## src/rtl/multicycle_controller_if.sv

```systemverilog
// Control bundle between the multi-cycle RV32I controller and its datapath.
// Handshake: the datapath drives mem_ready high in the cycle the shared
// memory completes the access currently addressed; the controller holds
// its memory outputs (AdrSrc, MemWrite) stable in FETCH, MEMREAD and
// MEMWRITE until that cycle, and ignores mem_ready in every other state.
interface multicycle_controller_if;
    logic [6:0] op;
    logic [2:0] funct3;
    logic       funct7b5;
    logic [3:0] flags;
    logic       mem_ready;

    logic       PCWrite;
    logic       AdrSrc;
    logic       MemWrite;
    logic       IRWrite;
    logic [1:0] ResultSrc;
    logic [1:0] ALUSrcA;
    logic [1:0] ALUSrcB;
    logic       RegWrite;
    logic [2:0] ImmSrc;
    logic [3:0] ALUControl;
    logic       illegal;
    logic [3:0] state;

    // Controller side
    modport master (
        input  op, funct3, funct7b5, flags, mem_ready,
        output PCWrite, AdrSrc, MemWrite, IRWrite, ResultSrc, ALUSrcA,
               ALUSrcB, RegWrite, ImmSrc, ALUControl, illegal, state
    );

    // Datapath side
    modport slave (
        output op, funct3, funct7b5, flags, mem_ready,
        input  PCWrite, AdrSrc, MemWrite, IRWrite, ResultSrc, ALUSrcA,
               ALUSrcB, RegWrite, ImmSrc, ALUControl, illegal, state
    );
endinterface

```

## src/rtl/multicycle_controller.sv

```systemverilog
// Multi-cycle RV32I control FSM: fetch, decode, execute, memory and
// writeback over 3-5 cycles, stalling on the memory-ready handshake.
module multicycle_controller #(
    parameter bit MEM_WAIT_EN = 1'b1
) (
    input  logic                    clk,
    input  logic                    reset,
    multicycle_controller_if.master bus
);

    typedef enum logic [3:0] {
        FETCH    = 4'd0,
        DECODE   = 4'd1,
        MEMADR   = 4'd2,
        MEMREAD  = 4'd3,
        MEMWB    = 4'd4,
        MEMWRITE = 4'd5,
        EXECUTER = 4'd6,
        EXECUTEI = 4'd7,
        ALUWB    = 4'd8,
        BRANCH   = 4'd9,
        JAL      = 4'd10,
        JALR     = 4'd11,
        JALLINK  = 4'd12,
        UPPER    = 4'd13
    } state_t;

    localparam logic [3:0] ALU_ADD  = 4'b0000;
    localparam logic [3:0] ALU_SUB  = 4'b0001;
    localparam logic [3:0] ALU_AND  = 4'b0010;
    localparam logic [3:0] ALU_OR   = 4'b0011;
    localparam logic [3:0] ALU_XOR  = 4'b0100;
    localparam logic [3:0] ALU_SLT  = 4'b0101;
    localparam logic [3:0] ALU_SLTU = 4'b0110;
    localparam logic [3:0] ALU_SLL  = 4'b0111;
    localparam logic [3:0] ALU_SRL  = 4'b1000;
    localparam logic [3:0] ALU_SRA  = 4'b1001;

    state_t     state_q, state_d;
    logic       mem_rdy;
    logic       flag_n, flag_z, flag_c, flag_v;
    logic       taken;
    logic [3:0] alu_dec;
    logic [2:0] imm_src;

    logic       pc_write, adr_src, mem_write, ir_write, reg_write, illegal;
    logic [1:0] result_src, alu_src_a, alu_src_b;
    logic [3:0] alu_control;

    // With wait states disabled the memory is assumed to always complete
    assign mem_rdy = MEM_WAIT_EN ? bus.mem_ready : 1'b1;
    assign {flag_n, flag_z, flag_c, flag_v} = bus.flags;

    // State register; reset returns to FETCH from anywhere
    always_ff @(posedge clk) begin
        if (reset) state_q <= FETCH;
        else       state_q <= state_d;
    end

    // Immediate format follows the opcode in every state
    always_comb begin
        imm_src = 3'b000;
        case (bus.op)
            7'b0000011, 7'b0010011, 7'b1100111: imm_src = 3'b000;
            7'b0100011:                         imm_src = 3'b001;
            7'b1100011:                         imm_src = 3'b010;
            7'b1101111:                         imm_src = 3'b011;
            7'b0110111, 7'b0010111:             imm_src = 3'b100;
            default:                            imm_src = 3'b000;
        endcase
    end

    // ALU operation from funct3; sub only exists for register-register ops
    always_comb begin
        alu_dec = ALU_ADD;
        case (bus.funct3)
            3'b000: alu_dec = (state_q == EXECUTER && bus.funct7b5) ? ALU_SUB : ALU_ADD;
            3'b001: alu_dec = ALU_SLL;
            3'b010: alu_dec = ALU_SLT;
            3'b011: alu_dec = ALU_SLTU;
            3'b100: alu_dec = ALU_XOR;
            3'b101: alu_dec = bus.funct7b5 ? ALU_SRA : ALU_SRL;
            3'b110: alu_dec = ALU_OR;
            3'b111: alu_dec = ALU_AND;
            default: alu_dec = ALU_ADD;
        endcase
    end

    // Branch resolution from the flags of A - B; C set means no borrow
    always_comb begin
        taken = 1'b0;
        case (bus.funct3)
            3'b000:  taken = flag_z;
            3'b001:  taken = !flag_z;
            3'b100:  taken = flag_n ^ flag_v;
            3'b101:  taken = !(flag_n ^ flag_v);
            3'b110:  taken = !flag_c;
            3'b111:  taken = flag_c;
            default: taken = 1'b0;
        endcase
    end

    // Next state and per-state control outputs; reset masks all write enables
    always_comb begin
        state_d     = state_q;
        pc_write    = 1'b0;
        adr_src     = 1'b0;
        mem_write   = 1'b0;
        ir_write    = 1'b0;
        reg_write   = 1'b0;
        illegal     = 1'b0;
        result_src  = 2'b00;
        alu_src_a   = 2'b00;
        alu_src_b   = 2'b00;
        alu_control = ALU_ADD;

        case (state_q)
            FETCH: begin
                alu_src_b  = 2'b10;
                result_src = 2'b10;
                ir_write   = mem_rdy;
                pc_write   = mem_rdy;
                if (mem_rdy) state_d = DECODE;
            end
            DECODE: begin
                alu_src_a = 2'b01;
                alu_src_b = 2'b01;
                case (bus.op)
                    7'b0000011, 7'b0100011: state_d = MEMADR;
                    7'b0110011:             state_d = EXECUTER;
                    7'b0010011:             state_d = EXECUTEI;
                    7'b1100011:             state_d = BRANCH;
                    7'b1101111:             state_d = JAL;
                    7'b1100111:             state_d = JALR;
                    7'b0110111, 7'b0010111: state_d = UPPER;
                    default: begin
                        illegal = 1'b1;
                        state_d = FETCH;
                    end
                endcase
            end
            MEMADR: begin
                alu_src_a = 2'b10;
                alu_src_b = 2'b01;
                state_d   = bus.op[5] ? MEMWRITE : MEMREAD;
            end
            MEMREAD: begin
                adr_src = 1'b1;
                if (mem_rdy) state_d = MEMWB;
            end
            MEMWB: begin
                result_src = 2'b01;
                reg_write  = 1'b1;
                state_d    = FETCH;
            end
            MEMWRITE: begin
                adr_src   = 1'b1;
                mem_write = 1'b1;
                if (mem_rdy) state_d = FETCH;
            end
            EXECUTER: begin
                alu_src_a   = 2'b10;
                alu_src_b   = 2'b00;
                alu_control = alu_dec;
                state_d     = ALUWB;
            end
            EXECUTEI: begin
                alu_src_a   = 2'b10;
                alu_src_b   = 2'b01;
                alu_control = alu_dec;
                state_d     = ALUWB;
            end
            ALUWB: begin
                reg_write = 1'b1;
                state_d   = FETCH;
            end
            BRANCH: begin
                alu_src_a   = 2'b10;
                alu_control = ALU_SUB;
                pc_write    = taken;
                state_d     = FETCH;
            end
            JAL: begin
                alu_src_a = 2'b01;
                alu_src_b = 2'b10;
                pc_write  = 1'b1;
                state_d   = ALUWB;
            end
            JALR: begin
                alu_src_a  = 2'b10;
                alu_src_b  = 2'b01;
                result_src = 2'b10;
                pc_write   = 1'b1;
                state_d    = JALLINK;
            end
            JALLINK: begin
                alu_src_a = 2'b01;
                alu_src_b = 2'b10;
                state_d   = ALUWB;
            end
            UPPER: begin
                alu_src_a = bus.op[5] ? 2'b11 : 2'b01;
                alu_src_b = 2'b01;
                state_d   = ALUWB;
            end
            default: state_d = FETCH;
        endcase

        if (reset) begin
            pc_write  = 1'b0;
            ir_write  = 1'b0;
            reg_write = 1'b0;
            mem_write = 1'b0;
            illegal   = 1'b0;
        end
    end

    assign bus.PCWrite    = pc_write;
    assign bus.AdrSrc     = adr_src;
    assign bus.MemWrite   = mem_write;
    assign bus.IRWrite    = ir_write;
    assign bus.ResultSrc  = result_src;
    assign bus.ALUSrcA    = alu_src_a;
    assign bus.ALUSrcB    = alu_src_b;
    assign bus.RegWrite   = reg_write;
    assign bus.ImmSrc     = imm_src;
    assign bus.ALUControl = alu_control;
    assign bus.illegal    = illegal;
    assign bus.state      = state_q;

endmodule

```

## src/flat_wrapper.sv

```systemverilog
// flat-port wrapper written by rule: the top's interface ports become plain ports
module multicycle_controller_flat 
#(
    parameter bit MEM_WAIT_EN = 1'b1
)
  (clk, reset, bus_op, bus_funct3, bus_funct7b5, bus_flags, bus_mem_ready, bus_PCWrite, bus_AdrSrc, bus_MemWrite, bus_IRWrite, bus_ResultSrc, bus_ALUSrcA, bus_ALUSrcB, bus_RegWrite, bus_ImmSrc, bus_ALUControl, bus_illegal, bus_state);
  multicycle_controller_if bus_i ();
  input  logic clk;
  input  logic reset;
  input wire logic [$bits(bus_i.op)-1:0] bus_op;
  input wire logic [$bits(bus_i.funct3)-1:0] bus_funct3;
  input wire logic [$bits(bus_i.funct7b5)-1:0] bus_funct7b5;
  input wire logic [$bits(bus_i.flags)-1:0] bus_flags;
  input wire logic [$bits(bus_i.mem_ready)-1:0] bus_mem_ready;
  output wire logic [$bits(bus_i.PCWrite)-1:0] bus_PCWrite;
  output wire logic [$bits(bus_i.AdrSrc)-1:0] bus_AdrSrc;
  output wire logic [$bits(bus_i.MemWrite)-1:0] bus_MemWrite;
  output wire logic [$bits(bus_i.IRWrite)-1:0] bus_IRWrite;
  output wire logic [$bits(bus_i.ResultSrc)-1:0] bus_ResultSrc;
  output wire logic [$bits(bus_i.ALUSrcA)-1:0] bus_ALUSrcA;
  output wire logic [$bits(bus_i.ALUSrcB)-1:0] bus_ALUSrcB;
  output wire logic [$bits(bus_i.RegWrite)-1:0] bus_RegWrite;
  output wire logic [$bits(bus_i.ImmSrc)-1:0] bus_ImmSrc;
  output wire logic [$bits(bus_i.ALUControl)-1:0] bus_ALUControl;
  output wire logic [$bits(bus_i.illegal)-1:0] bus_illegal;
  output wire logic [$bits(bus_i.state)-1:0] bus_state;
  assign bus_i.op = bus_op;
  assign bus_i.funct3 = bus_funct3;
  assign bus_i.funct7b5 = bus_funct7b5;
  assign bus_i.flags = bus_flags;
  assign bus_i.mem_ready = bus_mem_ready;
  assign bus_PCWrite = bus_i.PCWrite;
  assign bus_AdrSrc = bus_i.AdrSrc;
  assign bus_MemWrite = bus_i.MemWrite;
  assign bus_IRWrite = bus_i.IRWrite;
  assign bus_ResultSrc = bus_i.ResultSrc;
  assign bus_ALUSrcA = bus_i.ALUSrcA;
  assign bus_ALUSrcB = bus_i.ALUSrcB;
  assign bus_RegWrite = bus_i.RegWrite;
  assign bus_ImmSrc = bus_i.ImmSrc;
  assign bus_ALUControl = bus_i.ALUControl;
  assign bus_illegal = bus_i.illegal;
  assign bus_state = bus_i.state;
  multicycle_controller #(.MEM_WAIT_EN(MEM_WAIT_EN)) u_core (.clk(clk), .reset(reset), .bus(bus_i));
endmodule
```

## config.mk

```make
export PLATFORM = sky130hd
export DESIGN_NAME = multicycle_controller_flat
export DESIGN_NICKNAME = d
export VERILOG_FILES = /design/src/rtl/multicycle_controller_if.sv /design/src/rtl/multicycle_controller.sv /design/src/flat_wrapper.sv
export SDC_FILE = /design/constraint.sdc
export NUM_CORES = 1
export LEC_CHECK = 0
export CAP_MARGIN = 25
export CORE_ASPECT_RATIO = 0.75
export CORE_MARGIN = 5
export CORE_UTILIZATION = 36
export CTS_CLUSTER_DIAMETER = 40
export DETAILED_ROUTE_END_ITERATION = 10
export GPL_TIMING_DRIVEN = 0
export PLACE_DENSITY = 0.74
export SETUP_SLACK_MARGIN = 0.2
export SLEW_MARGIN = 10
export SYNTH_ARGS = -nofsm -noshare
export SYNTH_HDL_FRONTEND = slang
export SYNTH_SLANG_ARGS = --single-unit
```

## constraint.sdc

```tcl
create_clock -name clk -period 1.3 [get_ports clk]
set_clock_uncertainty 0.2 [all_clocks]
set_input_delay 0.13 -clock clk [delete_from_list [all_inputs] [get_ports clk]]
set_output_delay 0.13 -clock clk [all_outputs]
set_load 0.005 [all_outputs]
```

==> implementation parameters, run 1 <==
Parameter                              Value

Routing
  Routed wl met2 ... 2147 um
  Number of detailed-route iterations in the first pass ... 4
  Detail-routed via count per cell ... 6.032
  Uppermost layer routed ... met4
  Routed wire length ... 4374 um
  Detailed-route wire length per cell ... 19.97 um
  Routed metal-1 wire length ... 1773 um
  Routed wire length on met3 ... 302 um
  Post-route antenna net violation count ... 0
  Post-route DRC ... 0
  Routed via count ... 1321
  DRC violation total after the first TritonRoute iteration ... 136

Floorplanning
  Chip Height ... 50.69 um
  Floorplan row count ... 14
  Effective utilization at floorplan ... 0.3877
  Area of the core ... 2049 um2
  Floorplan die area ... 3256 um2
  Die X ... 64.25 um
  Number of top-level pins ... 41

Worst setup path
  Type of origin of the critical path ... register
  Endpoint required time on the critical path ... 970 ps
  Critical path launch point ... u_core.bus.state[1]
  Crit path DAT ... 1560 ps
  Critical Setup Path Class ... reg2out
  Beginning of the worst register-to-register path ... u_core.bus.state[1]
  Maximum fanout along the worst path ... 7
  Type of element capturing the critical path ... output pin
  RR Endpoint ... u_core.bus.state[2]
  Cell count of the worst reg-to-reg path ... 8
  Reg-to-reg setup timing slack ... -440 ps

Synth
  List of most frequent post-synthesis cells ... 12 x sky130_fd_sc_hd__nor2_1, 10 x sky130_fd_sc_hd__a21oi_1, 9 x sky130_fd_sc_hd__nand2_1
  Flip-flop cell with the highest count after synthesis ... sky130_fd_sc_hd__dfxtp_1
  Count of state elements after synthesis ... 4
  Async SR Flop Fraction ... 0
  Summed instance area of the synthesized netlist ... 794.5 um2
  Mapped Nets ... 133
  Cell types with the largest area share after synthesis ... sky130_fd_sc_hd__dfxtp_1 10%, sky130_fd_sc_hd__a21oi_1 6.3%, sky130_fd_sc_hd__nor2_1 5.7%
  Average footprint of a synthesized cell ... 6.909 um2
  Portion of the post-synthesis area used by sequential elements ... 0.1008
  Number of distinct standard cells referenced by the synthesized netlist ... 45
  Post-Synthesis Cells ... 115
  Yosys top cell by area ... sky130_fd_sc_hd__dfxtp_1
  Most frequent cell after synthesis ... sky130_fd_sc_hd__nor2_1
  Number of synthesized flops with an enable pin ... 0
  Area share of the leading cell type in the synthesized netlist ... 0.1008
  Yosys Warn Count ... 0

Power
  Pint ... 477.4 uW
  Net switching power figure ... 287.6 uW
  Switching Share ... 0.3760
  Part of the power in combinational logic ... 0.574
  IR Drop Worst-Case VDD ... 0.5518 mV
  Proportion of power drawn by flip-flops and latches ... 0.165
  Relative contribution of the clock network to total power ... 0.261
  Final Power ... 765.0 uW
  Static Leakage ... 0.0008282 uW
  Power density relative to cell area ... 408.9 nW/um2

Place
  Weighted congestion reported at the end of routability-driven placement ... 0.8303
  Half-perimeter wire length after detailed placement ... 2034 um
  Pre-CTS setup slack ... -965.7 ps
  PortBufs ... 38

Clock network
  Skew-Pair Late Insertion Delay ... 270 ps
  Count of H-tree levels built during CTS ... 1
  TritonCTS clock tree ... built
  Maximum clock path buffer count ... 2
  Clock input transition at the sequential cells of the worst setup and hold paths ... 40 ps
  Library cell used as clock root buffer ... sky130_fd_sc_hd__clkbuf_4
  Number of hold-repair buffers added at the cts stage ... 0
  Number of clock sinks ... 4
  Number of clock buffers inserted by TritonCTS ... 3

Flow run
  Number of max-cap violations ... 0

Cells and area
  Area growth from synthesis to layout ... 135.4%
  Number of fillers in the final layout ... 85
  Final antenna diode count ... 0
  Nets@finish ... 214
  Fraction of layout instances using a drive strength above 1 ... 0.6718
  Max reg flops ... 4

STA
  Unrepaired setup endpoints after global routing ... yes
  Tmin final ... 1887 ps
  Period utilization ... 1.452
  Fin Setup TNS ... -8763 ps
  Hold violation total from the final report ... 0
  Final-report setup violation count ... 20
  Worst hold margin ... 128.2 ps
  Smallest setup slack after layout ... -587.0 ps
  Worst max-slew margin expressed relative to the limit ... 0.6462
  Slew @ Worst Pin ... 530.7 ps
  Max Slew Vio Count ... 0
  Upper clock frequency limit ... 529.9 MHz

Global route
  Global-route wire length before repair ... 5754 um
  Number of global-route vias before repair ... 1197
  Largest net degree at the start of global routing ... 11
  Initial antenna violation count ... 0
  Total overflow reported by the global router ... 0
  GR Util All Layers ... 0.2184

Hold path
  Path category of the worst min-delay check ... in2reg
  Cell depth of the worst min-delay path ... 3
  Hold Startpoint ... bus_op[6]
  Endpoint, Worst Hold ... u_core.bus.state[1]

Outcome
  Status ... complete, but fails checks
  Violations in the final reports ... negative setup slack
## layout by cell type, fill, tap and decap left out, drive strengths merged, types with 5 or more instances in the layout
cell           instances
buf                   71
nor2                  12
a21oi                 10
nand2                  9
clkbuf                 7
clkdlybuf4s50          6
nor3                   6
inv                    5
xnor2                  5
nor2b                  5
## timing repair
item / in CTS / in global routing
resized for setup: 161 / 40
pin swaps: 22 / 15
setup buffers: 27 / 11
endpoints found under the setup margin: 27 / 27
endpoints found under the hold margin: 0 / 0
## kinds of logic after synthesis
kind of cell,count (synthesis),synth area share
AOI/OAI and AO/OA,32,0.2866
xor gates and xnor gates,7,0.07717
buffers and inverters,14,0.09763
DFF,4,0.1008
and+or+nand+nor,58,0.4378
## area by class of cell
type                    instances  area (um2)  area share
well taps                      24       30.03     0.01605
flip-flops and latches          4       90.09     0.04816
clock buffers                   4       26.28     0.01405
plain buffers                   9       123.9     0.06622
inverters                       5       18.77     0.01003
multi-input cells              97       928.4      0.4963
repair buffers                 76       653.1      0.3492
## how the worst max path moves through the flow
| stage | to | slack, ps | cells after the start |
|---|---|---|---|
| 2_1_floorplan | bus_ALUSrcB[0] | -120 | 5 |
| 3_3_place_gp | bus_PCWrite | -960 | 6 |
| 3_5_place_dp | bus_PCWrite | -970 | 6 |
| 4_1_cts | bus_ALUSrcB[0] | -530 | 6 |
| 5_1_grt | bus_PCWrite | -650 | 6 |
| 6_report | bus_ALUSrcB[0] | -590 | 6 |
## metal layers
layer | track usage | up-vias
met5 | 0 | -
met4 | 0.07797 | 0
met3 | 0.04018 | 21
met2 | 0.3990 | 79
met1 | 0.2526 | 632
li1 | - | 589
## power by group through the flow
| stage | sequential (uW) | clock, uW | combinational (uW) |
|---|---|---|---|
| floorplan | 130 | 0 | 151 |
| global placement | 130 | 0 | 283 |
| detailed placement | 130 | 0 | 286 |
| CTS | 126 | 173 | 362 |
| global route | 126 | 215 | 464 |
| finish | 126 | 200 | 439 |
## through the flow
step           cell area, um2    util  cells
2_1_floorplan           899.6       -    115
3_3_place_gp             1310  0.6392    177
3_5_place_dp             1310  0.6392    177
4_1_cts                  1640  0.8004    208
5_1_grt                  1871  0.9127    219
6_report                 1871  0.9127    219
## critical path, stage by stage (launching register included)
cell	delay, ps
sky130_fd_sc_hd__dfxtp_2	320
sky130_fd_sc_hd__buf_6	130
sky130_fd_sc_hd__nor2b_4	130
sky130_fd_sc_hd__or2_4	250
sky130_fd_sc_hd__xnor2_1	130
sky130_fd_sc_hd__a22o_1	210
sky130_fd_sc_hd__buf_2	130
(Power assumes the default switching activity.)
==> inputs of run 2 (changes only) <==
CORE_MARGIN = unset   (was 5)
MAX_ROUTING_LAYER = met4   (was unset)
==> implementation parameters, run 2 (synthesis results as in run 1) <==
Parameter                              Value

Outcome
  Status ... complete, but fails checks
  Violations in the final reports ... negative setup slack

Power
  Power density relative to cell area ... 419.4 nW/um2
  IR Drop Worst-Case VDD ... 0.6507 mV
  Static Leakage ... 0.0008617 uW
  Final Power ... 796.6 uW

Place
  Pre-CTS setup slack ... -942.3 ps
  PortBufs ... 38
  Half-perimeter wire length after detailed placement ... 1899 um
  Weighted congestion reported at the end of routability-driven placement ... 0.8534
  Placed Cells incl. Taps ... 177

Global route
  Number of global-route vias before repair ... 1285
  Largest net degree at the start of global routing ... 11
  Met1 capacity usage during global routing ... 0.4011
  Met3 global-route usage ... 0.1128
  Total overflow reported by the global router ... 0
  Initial antenna violation count ... 0
  Global-route wire length before repair ... 6334 um
  GR Util All Layers ... 0.3594
  GR Util met2 ... 0.5810
  Top Usage Layer GRT ... met2

Clock network
  Library cell used as clock root buffer ... sky130_fd_sc_hd__clkbuf_4
  Number of hold-repair buffers added at the cts stage ... 0
  Clock input transition at the sequential cells of the worst setup and hold paths ... 40 ps
  Count of H-tree levels built during CTS ... 1
  TritonCTS clock tree ... built
  Number of clock sinks ... 4
  Maximum clock path buffer count ... 2
  Number of clock buffers inserted by TritonCTS ... 3
  Skew-Pair Late Insertion Delay ... 260 ps

Routing
  Number of detailed-route iterations in the first pass ... 4
  Post-route DRC ... 0
  Detail-routed via count per cell ... 6.489
  Routed wire length ... 5022 um
  Detailed-route wire length per cell ... 22.72 um
  DRC violation total after the first TritonRoute iteration ... 152
  Post-route antenna net violation count ... 0
  Routed via count ... 1434

Cells and area
  Filler-free cell count of the finished design ... 221
  Most common library cell in the layout ignoring fill and taps ... sky130_fd_sc_hd__buf_6
  Fraction of layout instances using a drive strength above 1 ... 0.6751
  Area growth from synthesis to layout ... 139.1%
  Leading cell types in the layout, fill and taps excluded ... 26 x sky130_fd_sc_hd__buf_6, 21 x sky130_fd_sc_hd__buf_2, 20 x sky130_fd_sc_hd__buf_4
  Sequential Area ... 90.09 um2
  Max reg flops ... 4
  Nets@finish ... 216
  Area used by multi-input combinational logic ... 932.1 um2
  Number of fillers in the final layout ... 65
  Final antenna diode count ... 0

Worst setup path
  Endpoint required time on the critical path ... 970 ps
  Type of origin of the critical path ... register
  Reg-to-reg setup timing slack ... -540 ps
  Maximum fanout along the worst path ... 7
  Type of element capturing the critical path ... output pin
  Critical Setup Path Class ... reg2out
  Crit path DAT ... 1580 ps

STA
  Slew @ Worst Pin ... 485.5 ps
  Final-report setup violation count ... 20
  Period utilization ... 1.470
  Max Slew Vio Count ... 0
  Smallest setup slack after layout ... -610.6 ps
  Tmin final ... 1911 ps
  Unrepaired setup endpoints after global routing ... yes
  Worst max-slew margin expressed relative to the limit ... 0.6763
  Upper clock frequency limit ... 523.4 MHz
  Hold violation total from the final report ... 0
  Worst hold margin ... 84.65 ps

Hold path
  Path category of the worst min-delay check ... in2reg

Flow run
  Number of max-cap violations ... 0

Floorplanning
  Floorplan row count ... 14
  Die X ... 56.25 um
  Effective utilization at floorplan ... 0.3877
  Floorplan die area ... 2401 um2
  Number of top-level pins ... 41
  Area of the core ... 2049 um2
  Chip Height ... 42.69 um
[run 2: cell types whose count changed in the layout (fill, tap and decap cells not counted), moves of 2 or more]
cell                     previous run  this run
sky130_fd_sc_hd__nor2_2             6         4
sky130_fd_sc_hd__buf_8              7         5
sky130_fd_sc_hd__buf_6             24        26
sky130_fd_sc_hd__buf_2             18        21
sky130_fd_sc_hd__nor2_1             4         6
[run 2: area by class of cell]
class,count,area share
multi-input cells,97,0.4908
flip-flops and latches,4,0.04743
repair buffers,78,0.3623
plain buffers,9,0.05863
well taps,24,0.01581
clock buffers,4,0.01383
inverters,5,0.01120
[run 2: final timing paths]
kind	startpoint	endpoint	depth (start not counted)
worst max-delay path	u_core.bus.state[1]	bus_illegal	7
worst min-delay path	bus_op[1]	u_core.bus.state[1]	3
worst max register to register	u_core.bus.state[1]	u_core.bus.state[3]	8
worst min register to register	u_core.bus.state[3]	u_core.bus.state[0]	2
[run 2: critical path, cell delays in order, from the launching register on]
cell and delay [ps]:
sky130_fd_sc_hd__dfxtp_2 320, sky130_fd_sc_hd__buf_6 130, sky130_fd_sc_hd__buf_4 130, sky130_fd_sc_hd__buf_6 110, sky130_fd_sc_hd__nor3_4 290, sky130_fd_sc_hd__nand2_4 100
sky130_fd_sc_hd__nor2_2 120, sky130_fd_sc_hd__buf_2 140
[run 2: metrics by stage]
step | area [um2] | utilization | TNS (ps)
floorplan | 899.6 | - | -347.3
global placement | 1310 | 0.6392 | -13710
detailed placement | 1310 | 0.6392 | -14000
CTS | 1749 | 0.8535 | -7319
global route | 1899 | 0.9267 | -10580
finish | 1899 | 0.9267 | -10020
[run 2: report_power, final]
group          internal, uW  switching, uW  total, uW
Sequential              123           3.77        127
Clock                   117           84.0        201
Combinational           244            225        468
[run 2: metal layers]
metal  vias up  part of all wire
met1       657              0.39
met5         -                 0
met3        42             0.090
met2       142              0.46
met4         0             0.066
li1        593                 -
[run 2: repair_timing]
item,CTS,global route
pin swaps,23,17
setup buffers,28,10
endpoints found under the setup margin,27,25
cloned,2,0
gates resized for setup,177,29
==> inputs of run 3 (changes only) <==
PLACE_DENSITY = 0.77   (was 0.74)
SETUP_SLACK_MARGIN = unset   (was 0.2)
==> implementation parameters, run 3 (synthesis results as in run 1) <==
Parameter                              Value

STA
  Hold violation total from the final report ... 0
  Tmin final ... 1861 ps
  Worst max-slew margin expressed relative to the limit ... 0.6929
  Upper clock frequency limit ... 537.4 MHz
  Unrepaired setup endpoints after global routing ... yes
  Final-report setup violation count ... 20
  Max Slew Vio Count ... 0
  Worst hold margin ... 190.2 ps
  Period utilization ... 1.431
  Slew @ Worst Pin ... 460.6 ps
  Smallest setup slack after layout ... -560.9 ps

Worst setup path
  Crit path DAT ... 1530 ps
  Type of origin of the critical path ... register
  Endpoint required time on the critical path ... 970 ps
  Maximum fanout along the worst path ... 6
  Type of element capturing the critical path ... output pin
  Critical Setup Path Class ... reg2out

Cells and area
  Design Area, Final ... 1732 um2
  Max reg flops ... 4
  Leading cell types in the layout, fill and taps excluded ... 20 x sky130_fd_sc_hd__buf_2, 17 x sky130_fd_sc_hd__buf_4, 15 x sky130_fd_sc_hd__buf_6
  Final antenna diode count ... 0
  Nets@finish ... 205
  Most common library cell in the layout ignoring fill and taps ... sky130_fd_sc_hd__buf_2
  Area growth from synthesis to layout ... 118.0%
  Fraction of layout instances using a drive strength above 1 ... 0.5622
  Number of fillers in the final layout ... 103

Floorplanning
  Area of the core ... 2049 um2
  Number of top-level pins ... 41
  Chip Height ... 42.69 um
  Effective utilization at floorplan ... 0.3877
  Floorplan row count ... 14
  Floorplan die area ... 2401 um2
  Die X ... 56.25 um

Routing
  Number of detailed-route iterations in the first pass ... 4
  Detailed-route wire length per cell ... 19.24 um
  Detail-routed via count per cell ... 6.177
  Routed via count ... 1291
  Routed wire length ... 4022 um
  DRC violation total after the first TritonRoute iteration ... 91
  Post-route DRC ... 0
  Post-route antenna net violation count ... 0

Clock network
  Skew-Pair Late Insertion Delay ... 240 ps
  Number of hold-repair buffers added at the cts stage ... 0
  Library cell used as clock root buffer ... sky130_fd_sc_hd__clkbuf_4
  Clock input transition at the sequential cells of the worst setup and hold paths ... 40 ps
  Number of clock buffers inserted by TritonCTS ... 3
  Count of H-tree levels built during CTS ... 1
  Number of clock sinks ... 4
  TritonCTS clock tree ... built
  Maximum clock path buffer count ... 2

Power
  IR Drop Worst-Case VDD ... 0.6170 mV
  Static Leakage ... 0.0008052 uW
  Power density relative to cell area ... 394.8 nW/um2
  Final Power ... 683.6 uW

Global route
  GR Util All Layers ... 0.3015
  Largest net degree at the start of global routing ... 11
  Total overflow reported by the global router ... 0
  Initial antenna violation count ... 0
  Global-route wire length before repair ... 5464 um
  Number of global-route vias before repair ... 1113

Place
  Placed Area ... 1245 um2
  Half-perimeter wire length after detailed placement ... 1893 um
  PortBufs ... 38
  Weighted congestion reported at the end of routability-driven placement ... 0.8601
  Pre-CTS setup slack ... -951.2 ps

Hold path
  Path category of the worst min-delay check ... in2reg

Outcome
  Violations in the final reports ... negative setup slack
  Status ... complete, but fails checks

Flow run
  Number of max-cap violations ... 0
## run 3: changes by cell type in the layout (fill, tap and decap cells not counted), moves of 3 or more
cell / previous run / this run
sky130_fd_sc_hd__buf_6: 26 / 15
sky130_fd_sc_hd__dlygate4sd2_1: 5 / 11
sky130_fd_sc_hd__nor2_2: 4 / 0
sky130_fd_sc_hd__buf_4: 20 / 17
sky130_fd_sc_hd__buf_8: 5 / 2
sky130_fd_sc_hd__nor2_1: 6 / 9
## run 3: area by class of cell
type                            instances  area (um2)  area share
Tap cell                               24       30.03     0.01734
Clock buffer                            3       22.52     0.01301
Inverter                                5       18.77     0.01084
Timing Repair Buffer                   70       620.6      0.3584
Multi-Input combinational cell         97       884.6      0.5108
Buffer                                  6       62.56     0.03613
Sequential cell                         4       92.59     0.05347
## run 3: path summary, 6_finish.rpt
| kind | from | endpoint | slack [ps] | depth (start not counted) |
|---|---|---|---|---|
| setup / recovery | u_core.bus.state[3] | bus_PCWrite | -560 | 5 |
| hold / removal | bus_op[2] | u_core.bus.state[1] | 190 | 3 |
| setup reg to reg | u_core.bus.state[0] | u_core.bus.state[2] | -380 | 7 |
| hold reg to reg | u_core.bus.state[3] | u_core.bus.state[1] | 600 | 5 |
## run 3: per-stage QoR
| step | TNS [ps] | cells | utilization |
|---|---|---|---|
| 6_report | -6709 | 209 | 0.8449 |
| 3_5_place_dp | -14190 | 177 | 0.6074 |
| 2_1_floorplan | -342.9 | 115 | - |
| 5_1_grt | -7750 | 209 | 0.8449 |
| 3_3_place_gp | -13700 | 177 | 0.6074 |
| 4_1_cts | -6639 | 203 | 0.7894 |
## run 3: metal layers
metal  global-route usage  wire, um
met5                    -         0
met3              0.07622       388
met2               0.4786      1885
met4              0.05854       113
met1               0.3923      1635
## run 3: what timing repair did
action                     CTS  global route
gates cloned                 4             0
setup buffers               19            10
resized for setup          145            23
setup endpoints to repair   27            21
pin swaps                   22            13
## run 3: critical path, stage by stage, from the launching register on
cell and delay (ps):
sky130_fd_sc_hd__dfxtp_4 360, sky130_fd_sc_hd__buf_8 150, sky130_fd_sc_hd__nor4_4 270, sky130_fd_sc_hd__a21oi_1 70
sky130_fd_sc_hd__o32ai_2 270, sky130_fd_sc_hd__buf_2 170
## run 3: power breakdown
part	leakage [uW]	switching (uW)	internal, uW	total [uW]
registers	0.0000352	3.51	122	125
logic	0.000756	191	209	400
clock network	0.0000138	54.9	104	158
